--- config.mk ---
export PLATFORM = sky130hd
export DESIGN_NAME = axi_lite_fir_regs_flat
export DESIGN_NICKNAME = d
export VERILOG_FILES = /design/src/rtl/fir_regs_pkg.sv /design/src/rtl/axi_lite_fir_regs_if.sv /design/src/rtl/fir_sample_ram.sv /design/src/rtl/axi_lite_fir_regs.sv /design/src/flat_wrapper.sv
export SDC_FILE = /design/constraint.sdc
export NUM_CORES = 2
export LEC_CHECK = 0
export ABC_AREA = 1
export CORE_MARGIN = 2
export CORE_UTILIZATION = 25
export CTS_CLUSTER_DIAMETER = 80
export DETAILED_ROUTE_END_ITERATION = 10
export SYNTH_ARGS = -nofsm -noshare
export SYNTH_HDL_FRONTEND = slang
export SYNTH_SLANG_ARGS = --single-unit
--- constraint.sdc ---
create_clock -name clk_i -period 3.8 [get_ports clk_i]
set_input_delay 0.76 -clock clk_i [delete_from_list [all_inputs] [get_ports clk_i]]
set_output_delay 0.76 -clock clk_i [all_outputs]
set_load 0.1 [all_outputs]
--- src/rtl/fir_regs_pkg.sv ---
// Shared constants, region enum and address decoder for the FIR register front end.
package fir_regs_pkg;

   localparam logic [31:0] FIR_CTRL   = 32'h0000_0000;
   localparam logic [31:0] FIR_STATUS = 32'h0000_0004;
   localparam logic [31:0] FIR_IRQEN  = 32'h0000_0008;
   localparam logic [31:0] FIR_X_BASE = 32'h0000_0100;
   localparam logic [31:0] FIR_Y_BASE = 32'h0000_0200;

   localparam logic [1:0] RESP_OKAY   = 2'b00;
   localparam logic [1:0] RESP_SLVERR = 2'b10;

   typedef enum logic [2:0] {
      REG_CTRL,
      REG_STATUS,
      REG_IRQEN,
      REG_X,
      REG_Y,
      REG_NONE
   } addr_region_e;

   // Word-aligned decode; the two low address bits never select anything.
   function automatic addr_region_e addr_region(input logic [31:0] addr, input int unsigned nsamp);
      logic [31:0]  word;
      logic [31:0]  span;
      addr_region_e region;
      word = {addr[31:2], 2'b00};
      span = 32'(nsamp) << 2;
      if (word == FIR_CTRL)
         region = REG_CTRL;
      else if (word == FIR_STATUS)
         region = REG_STATUS;
      else if (word == FIR_IRQEN)
         region = REG_IRQEN;
      else if (word >= FIR_X_BASE && word < FIR_X_BASE + span)
         region = REG_X;
      else if (word >= FIR_Y_BASE && word < FIR_Y_BASE + span)
         region = REG_Y;
      else
         region = REG_NONE;
      return region;
   endfunction

endpackage

--- src/rtl/axi_lite_fir_regs_if.sv ---
// AXI4-lite bus bundle; master drives requests, slave drives ready/response.
interface axi_lite_fir_regs_if #(
   parameter int AW = 32,
   parameter int DW = 32
);
   logic [AW-1:0]   awaddr;
   logic            awvalid;
   logic            awready;
   logic [DW-1:0]   wdata;
   logic [DW/8-1:0] wstrb;
   logic            wvalid;
   logic            wready;
   logic [1:0]      bresp;
   logic            bvalid;
   logic            bready;
   logic [AW-1:0]   araddr;
   logic            arvalid;
   logic            arready;
   logic [DW-1:0]   rdata;
   logic [1:0]      rresp;
   logic            rvalid;
   logic            rready;

   modport master (
      output awaddr, awvalid, wdata, wstrb, wvalid, bready, araddr, arvalid, rready,
      input  awready, wready, bresp, bvalid, arready, rdata, rresp, rvalid
   );

   modport slave (
      input  awaddr, awvalid, wdata, wstrb, wvalid, bready, araddr, arvalid, rready,
      output awready, wready, bresp, bvalid, arready, rdata, rresp, rvalid
   );
endinterface

--- src/rtl/fir_sample_ram.sv ---
// NSAMP x DW sample buffer: one byte-enabled write port, one registered read port.
// Stored as one narrow bank per byte lane so each lane maps cleanly onto block RAM.
module fir_sample_ram #(
   parameter int NSAMP = 32,
   parameter int DW    = 32
) (
   input  logic                     clk_i,
   input  logic                     we,
   input  logic [$clog2(NSAMP)-1:0] waddr,
   input  logic [DW-1:0]            wdata,
   input  logic [DW/8-1:0]          wbe,
   input  logic                     re,
   input  logic [$clog2(NSAMP)-1:0] raddr,
   output logic [DW-1:0]            rdata
);
   localparam int NB = DW / 8;

   genvar gi;
   generate
      for (gi = 0; gi < NB; gi++) begin : g_lane
         logic [7:0] mem [NSAMP];
         logic [7:0] lane_reg;

         // Read-before-write: a same-index read and write in one cycle returns the old byte.
         always_ff @(posedge clk_i) begin
            if (re)
               lane_reg <= mem[raddr];
            if (we && wbe[gi])
               mem[waddr] <= wdata[8*gi +: 8];
         end

         assign rdata[8*gi +: 8] = lane_reg;
      end
   endgenerate
endmodule

--- src/rtl/axi_lite_fir_regs.sv ---
// AXI4-lite register/buffer front end for the FIR core: CTRL/STATUS, X and Y buffers,
// start/done handshake. Optional AXI_LITE_FIR_IRQ_EN adds IRQEN, irq_o and W1C done.
module axi_lite_fir_regs
   import fir_regs_pkg::*;
#(
   parameter int AW    = 32,
   parameter int DW    = 32,
   parameter int NSAMP = 32
) (
   input  logic                     clk_i,
   input  logic                     rst_ni,
   axi_lite_fir_regs_if.slave       bus,
   output logic                     core_start_o,
   input  logic                     core_done_i,
   input  logic [$clog2(NSAMP)-1:0] x_raddr_i,
   output logic [DW-1:0]            x_rdata_o,
   input  logic                     y_we_i,
   input  logic [$clog2(NSAMP)-1:0] y_waddr_i,
   input  logic [DW-1:0]            y_wdata_i
`ifdef AXI_LITE_FIR_IRQ_EN
   ,
   output logic                     irq_o
`endif
);
   localparam int IW = $clog2(NSAMP);
   localparam int NB = DW / 8;

   logic            ready_en_reg;
   logic            aw_held_reg;
   logic [AW-1:0]   aw_addr_reg;
   logic            w_held_reg;
   logic [DW-1:0]   w_data_reg;
   logic [NB-1:0]   w_strb_reg;
   logic            bvalid_reg;
   logic [1:0]      bresp_reg;
   logic            rvalid_reg;
   logic [1:0]      rresp_reg;
   addr_region_e    r_region_reg;
   logic [DW-1:0]   r_reg_data_reg;
   logic            ctrl_start_reg;
   logic            done_reg;
   logic            busy_reg;
   logic            start_pulse_reg;

   logic            aw_hs, w_hs, b_hs, ar_hs, r_hs;
   logic            wr_exec;
   addr_region_e    wr_region, rd_region;
   logic [IW-1:0]   wr_idx, rd_idx;
   logic [1:0]      wr_resp, rd_resp;
   logic [DW-1:0]   rd_reg_data;
   logic [DW-1:0]   rdata_mux;
   logic            x_we, ctrl_we, start_req;
   logic [DW-1:0]   x_rdata_arr [2];
   logic [DW-1:0]   y_rdata;
`ifdef AXI_LITE_FIR_IRQ_EN
   logic            irqen_reg;
   logic            irqen_we;
   logic            status_w1c;
`endif

   assign aw_hs   = bus.awvalid && bus.awready;
   assign w_hs    = bus.wvalid && bus.wready;
   assign b_hs    = bus.bvalid && bus.bready;
   assign ar_hs   = bus.arvalid && bus.arready;
   assign r_hs    = bus.rvalid && bus.rready;
   assign wr_exec = aw_held_reg && w_held_reg && !bvalid_reg;

   assign wr_region = addr_region(32'(aw_addr_reg), NSAMP);
   assign wr_idx    = aw_addr_reg[IW+1:2];
   assign rd_region = addr_region(32'(bus.araddr), NSAMP);
   assign rd_idx    = bus.araddr[IW+1:2];

   // Readies stay low until the first clock after reset release.
   assign bus.awready = ready_en_reg && !aw_held_reg && !bvalid_reg;
   assign bus.wready  = ready_en_reg && !w_held_reg && !bvalid_reg;
   assign bus.arready = ready_en_reg && !rvalid_reg;
   assign bus.bvalid  = bvalid_reg;
   assign bus.bresp   = bresp_reg;
   assign bus.rvalid  = rvalid_reg;
   assign bus.rresp   = rresp_reg;
   assign bus.rdata   = rdata_mux;
   assign core_start_o = start_pulse_reg;
   assign x_rdata_o    = x_rdata_arr[0];
`ifdef AXI_LITE_FIR_IRQ_EN
   assign irq_o = done_reg && irqen_reg;
`endif

   // Release the bus readies one cycle after reset.
   always_ff @(posedge clk_i or negedge rst_ni) begin
      if (!rst_ni) ready_en_reg <= 1'b0;
      else         ready_en_reg <= 1'b1;
   end

   // AW and W holding registers; both drain together on the B handshake.
   always_ff @(posedge clk_i or negedge rst_ni) begin
      if (!rst_ni) begin
         aw_held_reg <= 1'b0;
         aw_addr_reg <= '0;
         w_held_reg  <= 1'b0;
         w_data_reg  <= '0;
         w_strb_reg  <= '0;
      end else begin
         if (aw_hs) begin
            aw_held_reg <= 1'b1;
            aw_addr_reg <= bus.awaddr;
         end else if (b_hs) begin
            aw_held_reg <= 1'b0;
         end
         if (w_hs) begin
            w_held_reg <= 1'b1;
            w_data_reg <= bus.wdata;
            w_strb_reg <= bus.wstrb;
         end else if (b_hs) begin
            w_held_reg <= 1'b0;
         end
      end
   end

   // Write decode: response code and per-target write enables for the executing write.
   always_comb begin
      wr_resp = RESP_SLVERR;
      x_we    = 1'b0;
      ctrl_we = 1'b0;
`ifdef AXI_LITE_FIR_IRQ_EN
      irqen_we   = 1'b0;
      status_w1c = 1'b0;
`endif
      case (wr_region)
         REG_CTRL: begin
            wr_resp = RESP_OKAY;
            ctrl_we = wr_exec && w_strb_reg[0];
         end
`ifdef AXI_LITE_FIR_IRQ_EN
         REG_STATUS: begin
            wr_resp    = RESP_OKAY;
            status_w1c = wr_exec && w_strb_reg[0] && w_data_reg[0];
         end
         REG_IRQEN: begin
            wr_resp  = RESP_OKAY;
            irqen_we = wr_exec && w_strb_reg[0];
         end
`endif
         REG_X: begin
            // The core may be streaming X while busy, so bus writes are refused then.
            if (!busy_reg) begin
               wr_resp = RESP_OKAY;
               x_we    = wr_exec;
            end
         end
         default: wr_resp = RESP_SLVERR;
      endcase
   end

   assign start_req = ctrl_we && w_data_reg[0] && !ctrl_start_reg && !busy_reg;

   // Write response: one outstanding write, held until the master takes it.
   always_ff @(posedge clk_i or negedge rst_ni) begin
      if (!rst_ni) begin
         bvalid_reg <= 1'b0;
         bresp_reg  <= RESP_OKAY;
      end else if (wr_exec) begin
         bvalid_reg <= 1'b1;
         bresp_reg  <= wr_resp;
      end else if (b_hs) begin
         bvalid_reg <= 1'b0;
      end
   end

   // CTRL.start bit and optional IRQ enable.
   always_ff @(posedge clk_i or negedge rst_ni) begin
      if (!rst_ni) begin
         ctrl_start_reg <= 1'b0;
`ifdef AXI_LITE_FIR_IRQ_EN
         irqen_reg      <= 1'b0;
`endif
      end else begin
         if (ctrl_we)
            ctrl_start_reg <= w_data_reg[0];
`ifdef AXI_LITE_FIR_IRQ_EN
         if (irqen_we)
            irqen_reg <= w_data_reg[0];
`endif
      end
   end

   // Start/busy/done tracking; a completion in the same cycle as a start wins.
   always_ff @(posedge clk_i or negedge rst_ni) begin
      if (!rst_ni) begin
         start_pulse_reg <= 1'b0;
         busy_reg        <= 1'b0;
         done_reg        <= 1'b0;
      end else if (core_done_i) begin
         start_pulse_reg <= 1'b0;
         busy_reg        <= 1'b0;
         done_reg        <= 1'b1;
      end else if (start_req) begin
         start_pulse_reg <= 1'b1;
         busy_reg        <= 1'b1;
         done_reg        <= 1'b0;
      end else begin
         start_pulse_reg <= 1'b0;
`ifdef AXI_LITE_FIR_IRQ_EN
         if (status_w1c)
            done_reg <= 1'b0;
`endif
      end
   end

   // Read decode for register targets; buffer data comes from the RAM read ports.
   always_comb begin
      rd_resp     = RESP_OKAY;
      rd_reg_data = '0;
      case (rd_region)
         REG_CTRL:   rd_reg_data = {{(DW-1){1'b0}}, ctrl_start_reg};
         REG_STATUS: rd_reg_data = {{(DW-2){1'b0}}, busy_reg, done_reg};
`ifdef AXI_LITE_FIR_IRQ_EN
         REG_IRQEN:  rd_reg_data = {{(DW-1){1'b0}}, irqen_reg};
`endif
         REG_X, REG_Y: rd_reg_data = '0;
         default:    rd_resp = RESP_SLVERR;
      endcase
   end

   // Read response: valid the cycle after AR acceptance, held until R handshake.
   always_ff @(posedge clk_i or negedge rst_ni) begin
      if (!rst_ni) begin
         rvalid_reg     <= 1'b0;
         rresp_reg      <= RESP_OKAY;
         r_region_reg   <= REG_NONE;
         r_reg_data_reg <= '0;
      end else if (ar_hs) begin
         rvalid_reg     <= 1'b1;
         rresp_reg      <= rd_resp;
         r_region_reg   <= rd_region;
         r_reg_data_reg <= rd_reg_data;
      end else if (r_hs) begin
         rvalid_reg <= 1'b0;
      end
   end

   // Read data select; RAM outputs only move on a new AR so the value stays stable.
   always_comb begin
      rdata_mux = '0;
      if (rvalid_reg) begin
         case (r_region_reg)
            REG_X:   rdata_mux = x_rdata_arr[1];
            REG_Y:   rdata_mux = y_rdata;
            default: rdata_mux = r_reg_data_reg;
         endcase
      end
   end

   // X is kept as two identical copies so the core and the bus each own a read port.
   genvar gi;
   generate
      for (gi = 0; gi < 2; gi++) begin : g_x_copy
         fir_sample_ram #(.NSAMP(NSAMP), .DW(DW)) u_x_ram (
            .clk_i (clk_i),
            .we    (x_we),
            .waddr (wr_idx),
            .wdata (w_data_reg),
            .wbe   (w_strb_reg),
            .re    ((gi == 0) ? 1'b1 : (ar_hs && rd_region == REG_X)),
            .raddr ((gi == 0) ? x_raddr_i : rd_idx),
            .rdata (x_rdata_arr[gi])
         );
      end
   endgenerate

   fir_sample_ram #(.NSAMP(NSAMP), .DW(DW)) u_y_ram (
      .clk_i (clk_i),
      .we    (y_we_i),
      .waddr (y_waddr_i),
      .wdata (y_wdata_i),
      .wbe   ({NB{1'b1}}),
      .re    (ar_hs && rd_region == REG_Y),
      .raddr (rd_idx),
      .rdata (y_rdata)
   );

endmodule

--- src/flat_wrapper.sv ---
// flat-port wrapper written by rule: the top's interface ports become plain ports
module axi_lite_fir_regs_flat import fir_regs_pkg::*;
#(
   parameter int AW    = 32,
   parameter int DW    = 32,
   parameter int NSAMP = 32
)
  (clk_i, rst_ni, core_start_o, core_done_i, x_raddr_i, x_rdata_o, y_we_i, y_waddr_i, y_wdata_i, bus_awaddr, bus_awvalid, bus_wdata, bus_wstrb, bus_wvalid, bus_bready, bus_araddr, bus_arvalid, bus_rready, bus_awready, bus_wready, bus_bresp, bus_bvalid, bus_arready, bus_rdata, bus_rresp, bus_rvalid);
  axi_lite_fir_regs_if #(.AW(AW), .DW(DW)) bus_i ();
  input  logic clk_i;
  input  logic rst_ni;
  output logic core_start_o;
  input  logic core_done_i;
  input  logic [$clog2(NSAMP)-1:0] x_raddr_i;
  output logic [DW-1:0] x_rdata_o;
  input  logic y_we_i;
  input  logic [$clog2(NSAMP)-1:0] y_waddr_i;
  input  logic [DW-1:0] y_wdata_i;
  input wire logic [$bits(bus_i.awaddr)-1:0] bus_awaddr;
  input wire logic [$bits(bus_i.awvalid)-1:0] bus_awvalid;
  input wire logic [$bits(bus_i.wdata)-1:0] bus_wdata;
  input wire logic [$bits(bus_i.wstrb)-1:0] bus_wstrb;
  input wire logic [$bits(bus_i.wvalid)-1:0] bus_wvalid;
  input wire logic [$bits(bus_i.bready)-1:0] bus_bready;
  input wire logic [$bits(bus_i.araddr)-1:0] bus_araddr;
  input wire logic [$bits(bus_i.arvalid)-1:0] bus_arvalid;
  input wire logic [$bits(bus_i.rready)-1:0] bus_rready;
  output wire logic [$bits(bus_i.awready)-1:0] bus_awready;
  output wire logic [$bits(bus_i.wready)-1:0] bus_wready;
  output wire logic [$bits(bus_i.bresp)-1:0] bus_bresp;
  output wire logic [$bits(bus_i.bvalid)-1:0] bus_bvalid;
  output wire logic [$bits(bus_i.arready)-1:0] bus_arready;
  output wire logic [$bits(bus_i.rdata)-1:0] bus_rdata;
  output wire logic [$bits(bus_i.rresp)-1:0] bus_rresp;
  output wire logic [$bits(bus_i.rvalid)-1:0] bus_rvalid;
  assign bus_i.awaddr = bus_awaddr;
  assign bus_i.awvalid = bus_awvalid;
  assign bus_i.wdata = bus_wdata;
  assign bus_i.wstrb = bus_wstrb;
  assign bus_i.wvalid = bus_wvalid;
  assign bus_i.bready = bus_bready;
  assign bus_i.araddr = bus_araddr;
  assign bus_i.arvalid = bus_arvalid;
  assign bus_i.rready = bus_rready;
  assign bus_awready = bus_i.awready;
  assign bus_wready = bus_i.wready;
  assign bus_bresp = bus_i.bresp;
  assign bus_bvalid = bus_i.bvalid;
  assign bus_arready = bus_i.arready;
  assign bus_rdata = bus_i.rdata;
  assign bus_rresp = bus_i.rresp;
  assign bus_rvalid = bus_i.rvalid;
  axi_lite_fir_regs #(.AW(AW), .DW(DW), .NSAMP(NSAMP)) u_core (.clk_i(clk_i), .rst_ni(rst_ni), .bus(bus_i), .core_start_o(core_start_o), .core_done_i(core_done_i), .x_raddr_i(x_raddr_i), .x_rdata_o(x_rdata_o), .y_we_i(y_we_i), .y_waddr_i(y_waddr_i), .y_wdata_i(y_wdata_i));
endmodule
# Word-level counts from Yosys, hierarchy flattened
# Memory sizes are Yosys's and may differ from the RTL's. A register that Yosys moved wholly into a read port is not among the register bits.
# Index checks and enable logic that the tools add are counted.
# W data, S select, Z words.
[classes]
magnitude_cmp = 8
n_eq_ne = 10
muxes = 41
n_reduce_logical = 42
[ops]
columns = ["operator", "n"]
rows = [
  ["$ge A32 B10 Y1 const B", 2],
  ["$ge A32 B9 Y1 const B", 2],
  ["$lt A32 B10 Y1 const B", 2],
  ["$lt A32 B9 Y1 const B", 2],
  ["$pmux W32 S2", 1],
  ["$eq A30 B1 Y1 const B", 2],
  ["$eq A30 B2 Y1 const B", 2],
  ["$logic_not A30 Y1", 2],
  ["$mux W32", 1],
  ["$mux W1", 27],
  ["$logic_and A1 B1 Y1", 26],
  ["$mux W3", 8],
  ["$reduce_bool A2 Y1", 5],
  ["$eq A3 B2 Y1 const B", 3],
  ["$pmux W2 S2", 2],
  ["$eq A3 B3 Y1 const B", 2],
  ["$logic_not A1 Y1", 6],
  ["$logic_not A3 Y1", 2],
  ["$mux W2", 2],
  ["$reduce_or A4 Y1", 1],
  ["$eq A3 B1 Y1 const B", 1],
]
[word_totals]
register_bits = 116
mem_bits_rw = 3072
output_inout_bits = 74
elab_cells = 129
mem_count = 12
[mem_list]
columns = ["name", "depth", "width", "rd", "rd_clocked_by_memory_dff", "write_ports", "line", "source"]
rows = [
  ["u_core.g_x_copy[0].u_x_ram.g_lane[0].mem", 32, 8, 1, 1, 1, "fir_sample_ram.sv:21", "logic [7:0] mem [NSAMP];"],
  ["u_core.g_x_copy[0].u_x_ram.g_lane[1].mem", 32, 8, 1, 1, 1, "fir_sample_ram.sv:21", ""],
  ["u_core.g_x_copy[0].u_x_ram.g_lane[2].mem", 32, 8, 1, 1, 1, "fir_sample_ram.sv:21", ""],
  ["u_core.g_x_copy[0].u_x_ram.g_lane[3].mem", 32, 8, 1, 1, 1, "fir_sample_ram.sv:21", ""],
  ["u_core.g_x_copy[1].u_x_ram.g_lane[0].mem", 32, 8, 1, 1, 1, "fir_sample_ram.sv:21", ""],
  ["u_core.g_x_copy[1].u_x_ram.g_lane[1].mem", 32, 8, 1, 1, 1, "fir_sample_ram.sv:21", ""],
  ["6 more memories", "--", "--", "--", "--", "--", "--", ""],
]

# Longest topological paths before layout
[depth]
ltp_word = 14
mapped_depth = 14
mapped_depth_nobuf = 11

# Modules after synthesis
# From an unflattened synthesis, not the netlist that was laid out.
[hier_totals]
cells_unflattened = 11487
hier_area_um2 = 133839.6
[modules_own_cells]
columns = ["mod", "n_inst", "cells_per_inst", "area_each_um2"]
rows = [
  ["fir_sample_ram", 3, 3681, 43201.4],
  ["axi_lite_fir_regs", 1, 444, 4235.3],
]

# Least setup slack after synthesis
# OpenSTA, ideal clock, no wires.
[synth_path]
path_type = "reg2reg"
startpoint = "reg u_core.rvalid_reg (netlist: u_core.bus.rvalid)"
endpoint = "reg u_core.u_y_ram.g_lane[0].lane_reg[0] (read register of u_core.u_y_ram.g_lane[0].mem), enable pin"
arrival_ns = 4.316
setup_slack_ns = -0.937
stages_incl_launch_ff = 6
n_path_buf = 0
synth_period_minus_slack_ns = 4.737
path_cell_list = "dfrtp_1 > nor2_1 > nand2_1 > inv_1 > nand3_1 > nor2_1"
[synth_via]
elab_chain_len = 4
[synth_rtl]
columns = ["item", "line", "source"]
rows = [
  ["from (decl)", "axi_lite_fir_regs.sv:36", "logic rvalid_reg;"],
  ["from (signal assigned)", "axi_lite_fir_regs.sv:227", "rvalid_reg <= 1'b0;"],
  ["from (signal assigned)", "axi_lite_fir_regs.sv:232", "rvalid_reg <= 1'b1;"],
  ["from (signal assigned)", "axi_lite_fir_regs.sv:237", "rvalid_reg <= 1'b0;"],
  ["$logic_not A1 Y1", "axi_lite_fir_regs.sv:76", "assign bus.arready = ready_en_reg && !rvalid_reg;"],
  ["$logic_and A1 B1 Y1", "axi_lite_fir_regs.sv:76", ""],
  ["net bus_arready", "flat_wrapper.sv:32", "output wire logic [$bits(bus_i.arready)-1:0] bus_arready;"],
  ["$logic_and A1 B1 Y1", "axi_lite_fir_regs.sv:64", "assign ar_hs = bus.arvalid && bus.arready;"],
  ["$logic_and A1 B1 Y1", "axi_lite_fir_regs.sv:276", ".re (ar_hs && rd_region == REG_Y),"],
  ["net u_core.u_y_ram.re", "fir_sample_ram.sv:12", "input logic re,"],
  ["to (decl)", "fir_sample_ram.sv:22", "logic [7:0] lane_reg;"],
]
# The timed path passes the listed nets, and every way through them passes these cells.
# A chain may end at the register's enable or synchronous reset.

# Worst setup path in the final report
[layout_path]
startpoint = "reg u_core.r_region_reg[1]"
endpoint = "out bus_rdata[29]"
[layout_via]
elab_chain_len = 3
word_cells_on_any_way = 4
[layout_rtl]
columns = ["item", "line", "source"]
rows = [
  ["from (decl)", "axi_lite_fir_regs.sv:38", "addr_region_e r_region_reg;"],
  ["from (signal assigned)", "axi_lite_fir_regs.sv:234", "r_region_reg <= rd_region;"],
  ["$eq A3 B3 Y1 / $eq A3 B2 Y1 (equally long branches)", "axi_lite_fir_regs.sv:245", "case (r_region_reg)"],
  ["$pmux W32 S2 *", "axi_lite_fir_regs.sv:245", ""],
  ["$mux W32 *", "axi_lite_fir_regs.sv:244", "if (rvalid_reg) begin"],
  ["to (decl)", "flat_wrapper.sv:33", "output wire logic [$bits(bus_i.rdata)-1:0] bus_rdata;"],
]
# Every way passes the cells marked *; elsewhere a longest branch is shown, timed or not.

==> flow_summary.json <==
{
  "rr_worst_depth": 8,
  "finalSetupViolations": 0,
  "reg2reg_to": "u_core.g_x_copy[1].u_x_ram.g_lane[0].mem[26][3]",
  "p_sw_uw": 16000,
  "ant_nets": 0,
  "crit_arrival_ps": 2960,
  "place_ws_ps": 544,
  "cts_sinks": 2226,
  "num_rows": 227,
  "port_buffers": 218,
  "grt_max_degree": 129,
  "design_area_sq_mm": 0.113,
  "p_seq_share_pct": 51.2,
  "placedInstanceArea_sq_mm": 0.106,
  "clk_pin_slew_ps": 60,
  "tns_ps": 0,
  "die_area_sq_mm": 0.390,
  "dr_total_vias": 71600,
  "synth_cell_types": 39,
  "rsz0062_at_grt": "no",
  "first_global_vias": 66500,
  "area_growth_pct": 17.7,
  "firstDrtPassIters": 9,
  "setup.worst_path.end_class": "output port",
  "cts_max_level": 4,
  "drc": 0,
  "hold_depth": 2,
  "worstMarginPinSlew_ps": 1340,
  "setup_ws_ps": 81.9,
  "cts_buffers": 225,
  "worstHoldPathType": "in -> reg",
  "slew_headroom_pct": 10.2,
  "p_int_uw": 43300,
  "fin_crit_sh_pct": 97.8,
  "avgViaCountPerCell": 5.09,
  "dieWidth_um": 624,
  "final_common_cell": "edfxtp_1",
  "slew_viol_final": 0,
  "power_frac_comb_pct": 11.6,
  "clock_skew_ps": 105,
  "hold_path.startpoint": "bus_rready",
  "insertion_delay_ps": 970,
  "die_h_um": 624,
  "pwr_density_cell_mw_per_mm2": 524,
  "gp_congestion": 0.851,
  "cts_tree": "yes",
  "final.fill_count": 38500,
  "drt_iter0_markers": 10000,
  "drv_cap": 0,
  "cts_root_buf": "clkbuf_16",
  "syn_inst": 8728,
  "cp.required_ps": 3040,
  "min_to": "u_core.bus.rvalid",
  "mappedNetlistArea_sq_mm": 0.0962,
  "synth_area_per_cell_sq_um": 11.0,
  "crit_fanout": 30,
  "core_area_sq_mm": 0.383,
  "grt_util_all_layers_pct": 16.5,
  "finalHoldViolCount": 0,
  "path_class": "reg -> out",
  "yosys_warnings": 0,
  "wirelength_um": 336000,
  "p_leak_uw": 0.0374,
  "holdWs_ps": 448,
  "start_util_pct": 25.1,
  "min_period_ps": 3720,
  "outcome": "finished clean",
  "multi_input_area_sq_mm": 0.0272,
  "ff_latch_area_sq_mm": 0.0661,
  "wl_per_cell_um": 23.9,
  "synth_seq_area_share_pct": 68.7,
  "swShare_pct": 27.0,
  "drive_gt1_share_pct": 8.82,
  "hpwl_um": 195000,
  "io_pins": 225,
  "r2r_start": "u_core.aw_addr_reg[11]",
  "cp-start-kind": "register",
  "antenna_found_initial": 26,
  "reg2reg_slack_ps": 790,
  "clockBufferDepth": 4,
  "ys_ff_latch": 2226,
  "power_frac_clock_pct": 37.1,
  "peakVddDrop_mv": 0.536,
  "fmax_mhz": 269,
  "final_cell_mix": "edfxtp_1, nand2_1, nor2_1",
  "grt_pass1_wl_um": 474000,
  "overflow": 0,
  "nNetsFinal": 9006,
  "cp-startpoint": "u_core.r_region_reg[1]"
}
-- synth_stat cells (all sizes together) --
| cell | number | area [sq um] |
|---|---|---|
| dfstp | 2 | 52.6 |
| buf | 308 | 1520 |
| o2bb2ai | 2 | 17.5 |
| dfrtp | 80 | 2000 |
| mux2 | 50 | 563 |
| a22oi | 197 | 1480 |
| a21oi | 396 | 1980 |
| o31ai | 66 | 495 |
| or2 | 1 | 6.26 |
| dfxtp | 32 | 641 |
| clkbuf | 317 | 1190 |
| nand3 | 492 | 2460 |
| and2 | 4 | 25.0 |
| and3 | 46 | 288 |
| o21bai | 1 | 7.51 |
| edfxtp | 2112 | 63400 |
| nor2 | 1410 | 5310 |
| clkinv | 2 | 7.51 |
| nand2 | 1666 | 6260 |
| o221ai | 23 | 201 |
| o22ai | 2 | 12.5 |
| o2111ai | 2 | 17.5 |
| a211oi | 29 | 218 |
| o21ai | 990 | 4950 |
| a31oi | 2 | 12.5 |
| conb | 2 | 7.51 |
| o211ai | 247 | 1850 |
| inv | 129 | 484 |
| nand4 | 102 | 638 |
| nor3b | 4 | 30.0 |
| nor3 | 12 | 65.1 |
-- per-layer routing --
metal  part of all wire, %  routed length [um]  track usage [%]  vias to the layer above
met2                    45              152000             25.7                     4144
li1                      -                   -                -                    31500
met3                    11               38100             3.84                      667
met1                    39              132000             22.0                    35300
met4                   4.3               14500             6.97                       12
met5                 0.024                  81                0                        -
-- how the worst max path moves through the flow --
stage	to	slack, ps	depth (start not counted)
floorplan	u_core.u_y_ram.g_lane[0].lane_reg[0]	160	5
global placement	u_core.u_y_ram.g_lane[3].lane_reg[1]	530	10
detailed placement	u_core.u_y_ram.g_lane[3].lane_reg[7]	540	10
CTS	bus_rdata[29]	10	4
global route	bus_rdata[24]	20	6
finish	bus_rdata[29]	80	5
-- logic make-up (layout without fill, tap and decap cells) --
family,after synthesis,after routing,synth area share (%)
multiplexers,50,50,0.585
AO/OA/AOI/OAI,1957,1957,11.7
other,2,13,0.00781
flip-flops,2226,2226,68.7
AND/OR/NAND/NOR,3737,3737,15.7
buffers and inverters,756,1059,3.32
-- power groups by stage --
stage	Sequential, uW	Combinational (uW)	Clock (uW)
after global routing	30500	7280	23200
final	30400	6890	22000
after CTS	30400	6790	22300
after global placement	30800	6700	0
after floorplan	30900	2870	0
after detailed placement	30900	6750	0
-- cell type report --
class | count | share of cell area (%)
Clock inverter | 119 | 1.00
Tap cell | 5038 | 5.57
Timing Repair Buffer | 523 | 5.19
Antenna cell | 10 | 0.0221
Clock buffer | 285 | 5.29
Sequential cell | 2226 | 58.4
Multi-Input combinational cell | 5747 | 24.1
Timing Repair inverter | 1 | 0.00442
Inverter | 131 | 0.482
-- stage by stage --
stage               std cells  power [uW]  utilization [%]
floorplan                8729       33800                -
detailed placement      13700       37600             27.7
finish                  14100       59300             29.6
CTS                     14100       59400             29.6
global placement        13700       37500             27.7
global route            14100       61000             29.6
-- worst max-delay path, stage by stage (launching register included) --
cell	delay (ps)
dfrtp_1	560
inv_1	170
buf_6	270
nand4_1	130
a21oi_1	640
buf_12	260
-- repair_timing --
| action | in CTS | in global routing |
|---|---|---|
| cloned | 1 | 0 |
| hold buffers | 1 | 0 |
| pin swaps | 1 | 0 |
| setup buffers | 2 | 1 |
| setup endpoints to repair | 25 | 2 |
| gates resized for setup | 18 | 2 |
| hold endpoints to repair | 20 | 0 |
Note: power is estimated with default switching activity, not from simulation.
